==> config.mk <==
export PLATFORM = sky130hd
export DESIGN_NAME = dfi_rddata_fifo
export DESIGN_NICKNAME = d
export VERILOG_FILES = /design/src/rtl/dfi_rddata_fifo.sv
export SDC_FILE = /design/constraint.sdc
export NUM_CORES = 1
export LEC_CHECK = 0
export ABC_CLOCK_PERIOD_IN_PS = 16700
export BUFFER_PORTS_ARGS = -buffer_cell sky130_fd_sc_hd__buf_2
export CAP_MARGIN = 10
export CORE_MARGIN = 2
export CORE_UTILIZATION = 43
export CTS_CLUSTER_SIZE = 28
export DETAILED_ROUTE_END_ITERATION = 6
export SYNTH_ARGS = -nofsm -noshare
export SYNTH_HDL_FRONTEND = slang
export SYNTH_SLANG_ARGS = --single-unit
==> constraint.sdc <==
create_clock -name clk -period 16.7 [get_ports clk]
set_input_delay 1.67 -clock clk [delete_from_list [all_inputs] [get_ports clk]]
set_output_delay 1.67 -clock clk [all_outputs]
set_load 0.02 [all_outputs]
==> src/rtl/dfi_rddata_fifo.sv <==
// DFI read-data return buffer: compacts valid phase words into a FIFO drained over valid/ready,
// and tracks outstanding read beats with sticky protocol error flags.
module dfi_rddata_fifo #(
  parameter int C_PHASES          = 2,
  parameter int C_PHASE_WIDTH     = 32,
  parameter int C_FIFO_DEPTH      = 16,
  parameter int C_MAX_OUTSTANDING = 64
) (
  input  logic                                     clk,
  input  logic                                     rst_n,
  input  logic [C_PHASES-1:0]                      dfi_rddata_en,
  input  logic [C_PHASES-1:0]                      dfi_rddata_valid,
  input  logic [C_PHASES*C_PHASE_WIDTH-1:0]        dfi_rddata,
  output logic [C_PHASE_WIDTH-1:0]                 rd_data,
  output logic                                     rd_valid,
  input  logic                                     rd_ready,
  output logic [$clog2(C_FIFO_DEPTH+1)-1:0]        fifo_free,
  output logic [$clog2(C_MAX_OUTSTANDING+1)-1:0]   outstanding,
  input  logic                                     err_clr,
  output logic                                     err_overflow,
  output logic                                     err_unexpected,
  output logic                                     err_credit
);

  localparam int AW = $clog2(C_FIFO_DEPTH);
  localparam int PW = AW + 1;
  localparam int FW = $clog2(C_FIFO_DEPTH + 1);
  localparam int OW = $clog2(C_MAX_OUTSTANDING + 1);
  localparam int CW = $clog2(C_PHASES + 1);
  localparam int SW = OW + CW + 1;

  function automatic logic [CW-1:0] popcnt(input logic [C_PHASES-1:0] v);
    popcnt = '0;
    for (int i = 0; i < C_PHASES; i++) begin
      if (v[i]) popcnt = popcnt + CW'(1);
    end
  endfunction

  logic [C_PHASE_WIDTH-1:0] mem [C_FIFO_DEPTH];
  logic [PW-1:0]            wr_ptr, rd_ptr, rd_ptr_next;
  logic [CW-1:0]            npush, nen, accepted, slot;
  logic [FW:0]              room;
  logic                     pop, overflow_set;
  logic [FW-1:0]            free_next;
  logic [C_PHASES-1:0]      acc;
  logic [AW-1:0]            waddr [C_PHASES];
  logic [C_PHASE_WIDTH-1:0] first_word, rd_data_next;
  logic                     have_first;
  logic [SW-1:0]            credit, diff;
  logic [OW-1:0]            out_next;
  logic                     unexp_set, credit_set;

  // Room counts the slot freed by a same-cycle pop; excess words fall off the highest phases.
  always_comb begin
    npush        = popcnt(dfi_rddata_valid);
    nen          = popcnt(dfi_rddata_en);
    pop          = rd_valid & rd_ready;
    room         = (FW+1)'(fifo_free) + (FW+1)'(pop);
    overflow_set = 1'b0;
    accepted     = npush;
    if ((FW+1)'(npush) > room) begin
      accepted     = CW'(room);
      overflow_set = 1'b1;
    end

    slot       = '0;
    first_word = '0;
    have_first = 1'b0;
    for (int p = 0; p < C_PHASES; p++) begin
      acc[p]   = 1'b0;
      waddr[p] = wr_ptr[AW-1:0] + AW'(slot);
      if (dfi_rddata_valid[p]) begin
        acc[p] = (slot < accepted);
        if (!have_first) begin
          first_word = dfi_rddata[p*C_PHASE_WIDTH +: C_PHASE_WIDTH];
          have_first = 1'b1;
        end
        slot = slot + CW'(1);
      end
    end

    free_next   = fifo_free - FW'(accepted) + FW'(pop);
    rd_ptr_next = rd_ptr + PW'(pop);

    // The registered head comes from memory if a word survives the pop, else bypasses the first new word.
    rd_data_next = rd_data;
    if (room < (FW+1)'(C_FIFO_DEPTH))
      rd_data_next = mem[rd_ptr_next[AW-1:0]];
    else if (accepted != '0)
      rd_data_next = first_word;
  end

  always_comb begin
    credit     = SW'(outstanding) + SW'(nen);
    diff       = '0;
    out_next   = outstanding;
    unexp_set  = 1'b0;
    credit_set = 1'b0;
    if (SW'(npush) > credit) begin
      out_next  = '0;
      unexp_set = 1'b1;
    end else begin
      diff = credit - SW'(npush);
      if (diff > SW'(C_MAX_OUTSTANDING)) begin
        out_next   = OW'(C_MAX_OUTSTANDING);
        credit_set = 1'b1;
      end else begin
        out_next = OW'(diff);
      end
    end
  end

  always_ff @(posedge clk) begin
    for (int p = 0; p < C_PHASES; p++) begin
      if (acc[p]) mem[waddr[p]] <= dfi_rddata[p*C_PHASE_WIDTH +: C_PHASE_WIDTH];
    end
  end

  // A new error in the same cycle as err_clr keeps the flag set.
  always_ff @(posedge clk or negedge rst_n) begin
    if (!rst_n) begin
      wr_ptr         <= '0;
      rd_ptr         <= '0;
      fifo_free      <= FW'(C_FIFO_DEPTH);
      rd_valid       <= 1'b0;
      rd_data        <= '0;
      outstanding    <= '0;
      err_overflow   <= 1'b0;
      err_unexpected <= 1'b0;
      err_credit     <= 1'b0;
    end else begin
      wr_ptr         <= wr_ptr + PW'(accepted);
      rd_ptr         <= rd_ptr_next;
      fifo_free      <= free_next;
      rd_valid       <= (free_next != FW'(C_FIFO_DEPTH));
      rd_data        <= rd_data_next;
      outstanding    <= out_next;
      err_overflow   <= overflow_set | (err_overflow & ~err_clr);
      err_unexpected <= unexp_set | (err_unexpected & ~err_clr);
      err_credit     <= credit_set | (err_credit & ~err_clr);
    end
  end

endmodule
==> flow_metrics.py, run 1 <==
metrics = {
    "cells_and_area": {
        "post-route-util": 0.483,
        "drive_gt1_frac": 0.411,
        "diodes": 0,
        "nets": 2075,
        "area_delta_synth_final_pct": 11.4,
        "nFillCells": 5971,
        "layoutNonFillerInstCount": 2904,
    },
    "flow_run": {
        "max-cap-violations": 0,
    },
    "clock_tree": {
        "cts_root_buf": "clkbuf_16",
        "cts.sinks": 568,
        "ctsResizeCount": 0,
        "tritoncts.num_buffers": 66,
        "clkLatencyLatePin_ns": 0.61,
        "htree_levels": 3,
        "cts_setup_buffers": 0,
        "cts_tree": "done",
        "cts.clk_slew.worst_paths_ns": 0.06,
        "clock_path_buffers": 3,
        "hold_buffers": 0,
    },
    "sta": {
        "tightest_slew_ns": 1.25,
        "setup_violations": 0,
        "timing.hold.ws_ns": 0.483,
        "max_freq_ghz": 0.150,
        "slew-limit-headroom": 0.165,
        "rsz0062_at_grt": "false",
        "finalClockSkew_ns": 0.0231,
        "fin_crit_sh": 0.400,
        "setup_ws_ns": 10.02,
        "hold_viol": 0,
        "finalSetupTns_ns": 0,
        "final-max-slew-violation-count": 0,
        "min_period_ns": 6.68,
    },
    "route": {
        "wl_per_cell_um": 28.7,
        "via_per_inst": 6.11,
        "drt-initial-drc-count": 1501,
        "wirelength_um": 83300,
        "ant_nets": 0,
        "post-route-drc-count": 6,
        "vias": 17700,
        "drt-pass1-iter-count": 7,
    },
    "die": {
        "num_rows": 96,
        "die_h_um": 267,
        "io_pins": 120,
        "chipWidth_um": 267,
        "core_um2": 68500,
        "dieArea_um2": 71100,
        "initial_utilization": 0.433,
    },
    "yosys": {
        "ys_ff_latch": 568,
        "synth.top_cell.area_share": 0.519,
        "ys_types": 62,
        "yosys-top-cells-area": "edfxtp_1, mux2_2, mux4_2, dfrtp_1, mux2_1",
        "netlist_instances": 1941,
        "syn_area_um2": 29600,
        "yosys_warnings": 0,
        "synth_fp_nets": 2041,
        "yosysTopAreaCell": "edfxtp_1",
        "ys_seq_area_frac": 0.566,
        "ys.flop_type": "edfxtp_1",
        "synth-edff-count": 512,
        "syn_avg_cell_area_um2": 15.3,
        "async_reset_ff_frac": 0.0986,
    },
    "setup_path": {
        "path_buf_inv": 3,
        "reg2reg_setup_slack_ns": 10.99,
        "cpMostUsedCell": "ha_1",
        "cp_cell_sequence": "buf_2 > buf_4 > ha_1 > inv_1 > ha_1 > nand2_1 > o21ai_0 > nor4_4 > mux2i_2 > and3_2 > a31o_2",
        "ff2ff_path_depth": 10,
        "cp_num_cells": 11,
        "end_kind": "register",
        "cp_top_family": "simple AND/OR/NAND/NOR gates",
        "worst_path_largest_cell_delay_ns": 1.10,
        "crit_fanout": 41,
        "slowest_stage": "and3_2",
        "required_ns": 16.90,
        "cp_data_arrival_time_ns": 6.88,
        "cp-start-kind": "input pin",
        "path_class": "input pin to register",
    },
    "global_routing": {
        "globalRouteOverflowTotal": 0,
        "antenna_found_initial": 1,
        "grt_start_max_net_pins": 66,
        "grtUsageTotal": 0.239,
        "grt_pass1_vias": 18800,
        "grt_pass1_wl_um": 125000,
    },
    "hold_path": {
        "hold_depth": 1,
        "hold_class": "register to register",
    },
    "placement": {
        "pre_cts_slack_ns": 9.43,
        "dp_hpwl_um": 46600,
        "place_inst": 2789,
        "gp_congestion": 0.797,
        "port_buffers": 119,
    },
    "pwr": {
        "p_leak_nw": 11.5,
        "max-vdd-ir-drop_uv": 133,
        "powerDensity_nw_per_um2": 165,
    },
    "status": {
        "violations": "DRC",
        "status": "finished with violations",
    },
}
==> power by group <==
part           switching, mW  internal (mW)
Clock                  0.579          0.834
Sequential             0.115           1.81
Combinational           1.26          0.840
Total                   1.96           3.49
==> stage by stage <==
stage | instance area [um2] | total power, mW
final | 33000 | 5.45
after global routing | 33000 | 5.72
after CTS | 33000 | 5.50
after detailed placement | 31000 | 4.08
after global placement | 31000 | 4.05
after floorplan | 29600 | 3.40
==> cells in the mapped netlist, drive strengths merged (3+ instances only) <==
cell,instances
nor2,10
nand4,4
nor3b,5
mux2,513
o21ai,75
xnor2,7
a21oi,6
nor3,6
mux4,128
a221o,32
a31oi,3
nand2b,3
nand3b,7
nand2,182
clkbuf,115
fa,4
o31ai,6
ha,24
edfxtp,512
inv,21
o211ai,33
xor2,12
nand3,46
a21o,6
and3,7
o41ai,5
nor4,3
buf,81
dfrtp,55
nor2b,3
==> layer usage <==
metal	vias to the layer above	GRT usage	wire, um
met2	529	0.410	42200
met4	0	0.0720	2260
li1	7662	-	-
met5	-	0	0
met3	123	0.0285	3780
met1	9435	0.318	35100
==> flip-flops by register name, summed over array words and instances, names as in the netlist, 4 cells and up <==
signal       flops
outstanding      7
rd_data         32
rd_ptr           4
fifo_free        5
mem            512
wr_ptr           4
==> final timing paths <==
kind	from	to
worst max register to register	rd_valid$_DFF_PN0_	mem[8][11]$_DFFE_PP_
min in group asynchronous	rst_n	fifo_free[2]$_DFF_PN0_
max in group asynchronous	rst_n	rd_data[20]$_DFFE_PN0P_
worst min-delay path	err_overflow$_DFF_PN0_	err_overflow$_DFF_PN0_
worst min register to register	err_overflow$_DFF_PN0_	err_overflow$_DFF_PN0_
worst max-delay path	dfi_rddata_valid[0]	mem[8][11]$_DFFE_PP_
==> cell families (layout without fill, tap and decap cells) <==
logic type      after synthesis  in the layout  synth area share
mux                         642            642             0.295
fa+ha+maj                    28             28            0.0128
compound gates              179            179            0.0418
flops                       568            568             0.566
buf+inv                     217            298            0.0333
simple gates                288            288            0.0455
xor+xnor                     19             19           0.00561
==> cells in the final DEF, fill, tap and decap left out, types with 9 or more instances in the layout <==
| master | n |
|---|---|
| edfxtp_1 | 512 |
| mux2_2 | 386 |
| nand2_1 | 180 |
| mux4_2 | 128 |
| buf_2 | 118 |
| mux2_1 | 107 |
| o21ai_0 | 71 |
| clkbuf_16 | 67 |
| dfrtp_1 | 55 |
| buf_4 | 44 |
| nand3_1 | 40 |
| o211ai_1 | 33 |
| a221o_1 | 32 |
| ha_1 | 22 |
| inv_1 | 20 |
| mux2_4 | 20 |
| clkbuf_1 | 18 |
| clkinv_2 | 13 |
| xor2_1 | 11 |
| nor2_1 | 9 |
==> final cells by class <==
cell class	count	area, um2	area share
inverter	21	78.8	0.00239
tap	882	1100	0.0334
multi-input combinational	1156	12100	0.366
clock inverter	29	302	0.00913
timing repair buffer	162	921	0.0279
clock buffer	86	1760	0.0532
sequential	568	16800	0.508
No activity file was read; power rests on OpenSTA's default activity.
==> run 2: changes to the inputs <==
ABC_CLOCK_PERIOD_IN_PS = 5400   (was 16700)
clock period = 5.4 ns   (was 16.7 ns; I/O delays follow)
==> flow_metrics.py, run 2 (synthesized netlist as in run 1, its figures left out) <==
metrics = {
    "route": {
        "vias": 17700,
        "drt-initial-drc-count": 1486,
        "wirelength_um": 82600,
        "via_per_inst": 6.06,
        "drt-pass1-iter-count": 5,
        "post-route-drc-count": 0,
        "ant_nets": 0,
        "wl_per_cell_um": 28.3,
    },
    "setup_path": {
        "path_class": "register to register",
        "required_ns": 5.71,
        "crit_fanout": 21,
        "cp_data_arrival_time_ns": 4.61,
        "end_kind": "register",
        "cp-start-kind": "register",
    },
    "die": {
        "initial_utilization": 0.433,
        "dieArea_um2": 71100,
        "core_um2": 68500,
        "num_rows": 96,
        "die_h_um": 267,
        "io_pins": 120,
        "chipWidth_um": 267,
    },
    "cells_and_area": {
        "nFillCells": 5902,
        "post-route-util": 0.484,
        "diodes": 0,
        "final_cell_mix": "edfxtp_1, mux2_2, nand2_1, mux4_2, buf_2",
        "multi_input_area_um2": 12100,
        "largest_reg_flops": 512,
        "area_delta_synth_final_pct": 11.8,
        "layoutNonFillerInstCount": 2918,
        "fin_area_um2": 33200,
        "ff_latch_area_um2": 16800,
        "final_common_cell": "edfxtp_1",
        "drive_gt1_frac": 0.410,
        "nets": 2083,
    },
    "pwr": {
        "intPower_mw": 10.7,
        "p_clk_frac": 0.251,
        "switchingPower_mw": 5.99,
        "powerDensity_nw_per_um2": 504,
        "combPwrFrac": 0.393,
        "p_leak_nw": 11.6,
        "switching_share": 0.358,
        "max-vdd-ir-drop_uv": 364,
        "power_mw": 16.7,
        "power_frac_seq": 0.356,
    },
    "sta": {
        "setup_ws_ns": 1.10,
        "fin_crit_sh": 0.797,
        "finalSetupTns_ns": 0,
        "finalClockSkew_ns": 0.0181,
        "tightest_slew_ns": 1.07,
        "setup_violations": 0,
        "final-max-slew-violation-count": 0,
        "max_freq_ghz": 0.232,
        "rsz0062_at_grt": "false",
        "min_period_ns": 4.30,
        "slew-limit-headroom": 0.284,
        "hold_viol": 0,
        "timing.hold.ws_ns": 0.0386,
    },
    "clock_tree": {
        "cts_root_buf": "clkbuf_16",
        "cts_tree": "done",
        "clkLatencyLatePin_ns": 0.63,
        "cts.clk_slew.worst_paths_ns": 0.06,
        "hold_buffers": 0,
        "ctsResizeCount": 0,
        "cts.sinks": 568,
        "htree_levels": 2,
        "cts_setup_buffers": 0,
        "tritoncts.num_buffers": 61,
        "clock_path_buffers": 3,
    },
    "global_routing": {
        "globalRouteOverflowTotal": 0,
        "grt_start_max_net_pins": 65,
        "antenna_found_initial": 1,
        "grtUsageTotal": 0.234,
        "grt_pass1_vias": 18600,
        "grt_pass1_wl_um": 123000,
    },
    "placement": {
        "dp_hpwl_um": 47300,
        "port_buffers": 119,
        "pre_cts_slack_ns": 0.826,
        "place_area_um2": 31200,
        "place_inst": 2802,
        "gp_congestion": 0.793,
    },
    "hold_path": {
        "hold_class": "input pin to async pin",
    },
    "status": {
        "status": "finished, final reports clean",
    },
    "flow_run": {
        "max-cap-violations": 0,
    },
}
run 2: worst max-delay path, cell delays in order (launching register included):
cell,delay (ns)
dfrtp_1,0.38
and2_1,0.22
ha_1,0.22
ha_1,0.34
inv_1,0.06
ha_1,0.28
nor2b_1,0.12
o21ai_0,0.13
nor4_4,0.43
mux2_2,0.62
o31ai_4,0.84
buf_12,0.32
run 2: final timing paths:
check                                  startpoint                  endpoint  slack, ns  cells past startpoint
setup / recovery               rd_valid$_DFF_PN0_       mem[6][1]$_DFFE_PP_       1.10                     11
hold / removal                              rst_n    fifo_free[2]$_DFF_PN0_       0.04                      1
setup reg to reg               rd_valid$_DFF_PN0_       mem[6][1]$_DFFE_PP_       1.10                     11
hold reg to reg            err_overflow$_DFF_PN0_    err_overflow$_DFF_PN0_       0.48                      1
max in group asynchronous                   rst_n   rd_data[18]$_DFFE_PN0P_       4.74                      1
min in group clk                          err_clr  err_unexpected$_DFF_PN0_       0.22                      3
run 2: layer usage:
| metal | track usage | up-vias | part of all wire |
|---|---|---|---|
| met5 | 0 | - | 0.000085 |
| met1 | 0.305 | 9359 | 0.42 |
| li1 | - | 7690 | - |
| met4 | 0.0809 | 2 | 0.032 |
| met3 | 0.0298 | 135 | 0.046 |
| met2 | 0.405 | 511 | 0.50 |
run 2: cell type report:
cell class                 instances  area share
clock buffer                      85      0.0509
clock inverter                    31     0.00887
inverter                          21     0.00238
multi-input combinational       1156       0.365
sequential                       568       0.506
tap                              882      0.0333
timing repair buffer             175      0.0337
run 2: power by group through the flow:
stage                     logic, mW  registers [mW]  clock network (mW)
after floorplan                4.40            6.12                   0
after global placement         6.60            6.01                   0
after detailed placement       6.65            6.03                   0
after CTS                      6.67            5.95                4.29
after global routing           7.12            6.01                4.45
final                          6.57            5.95                4.20
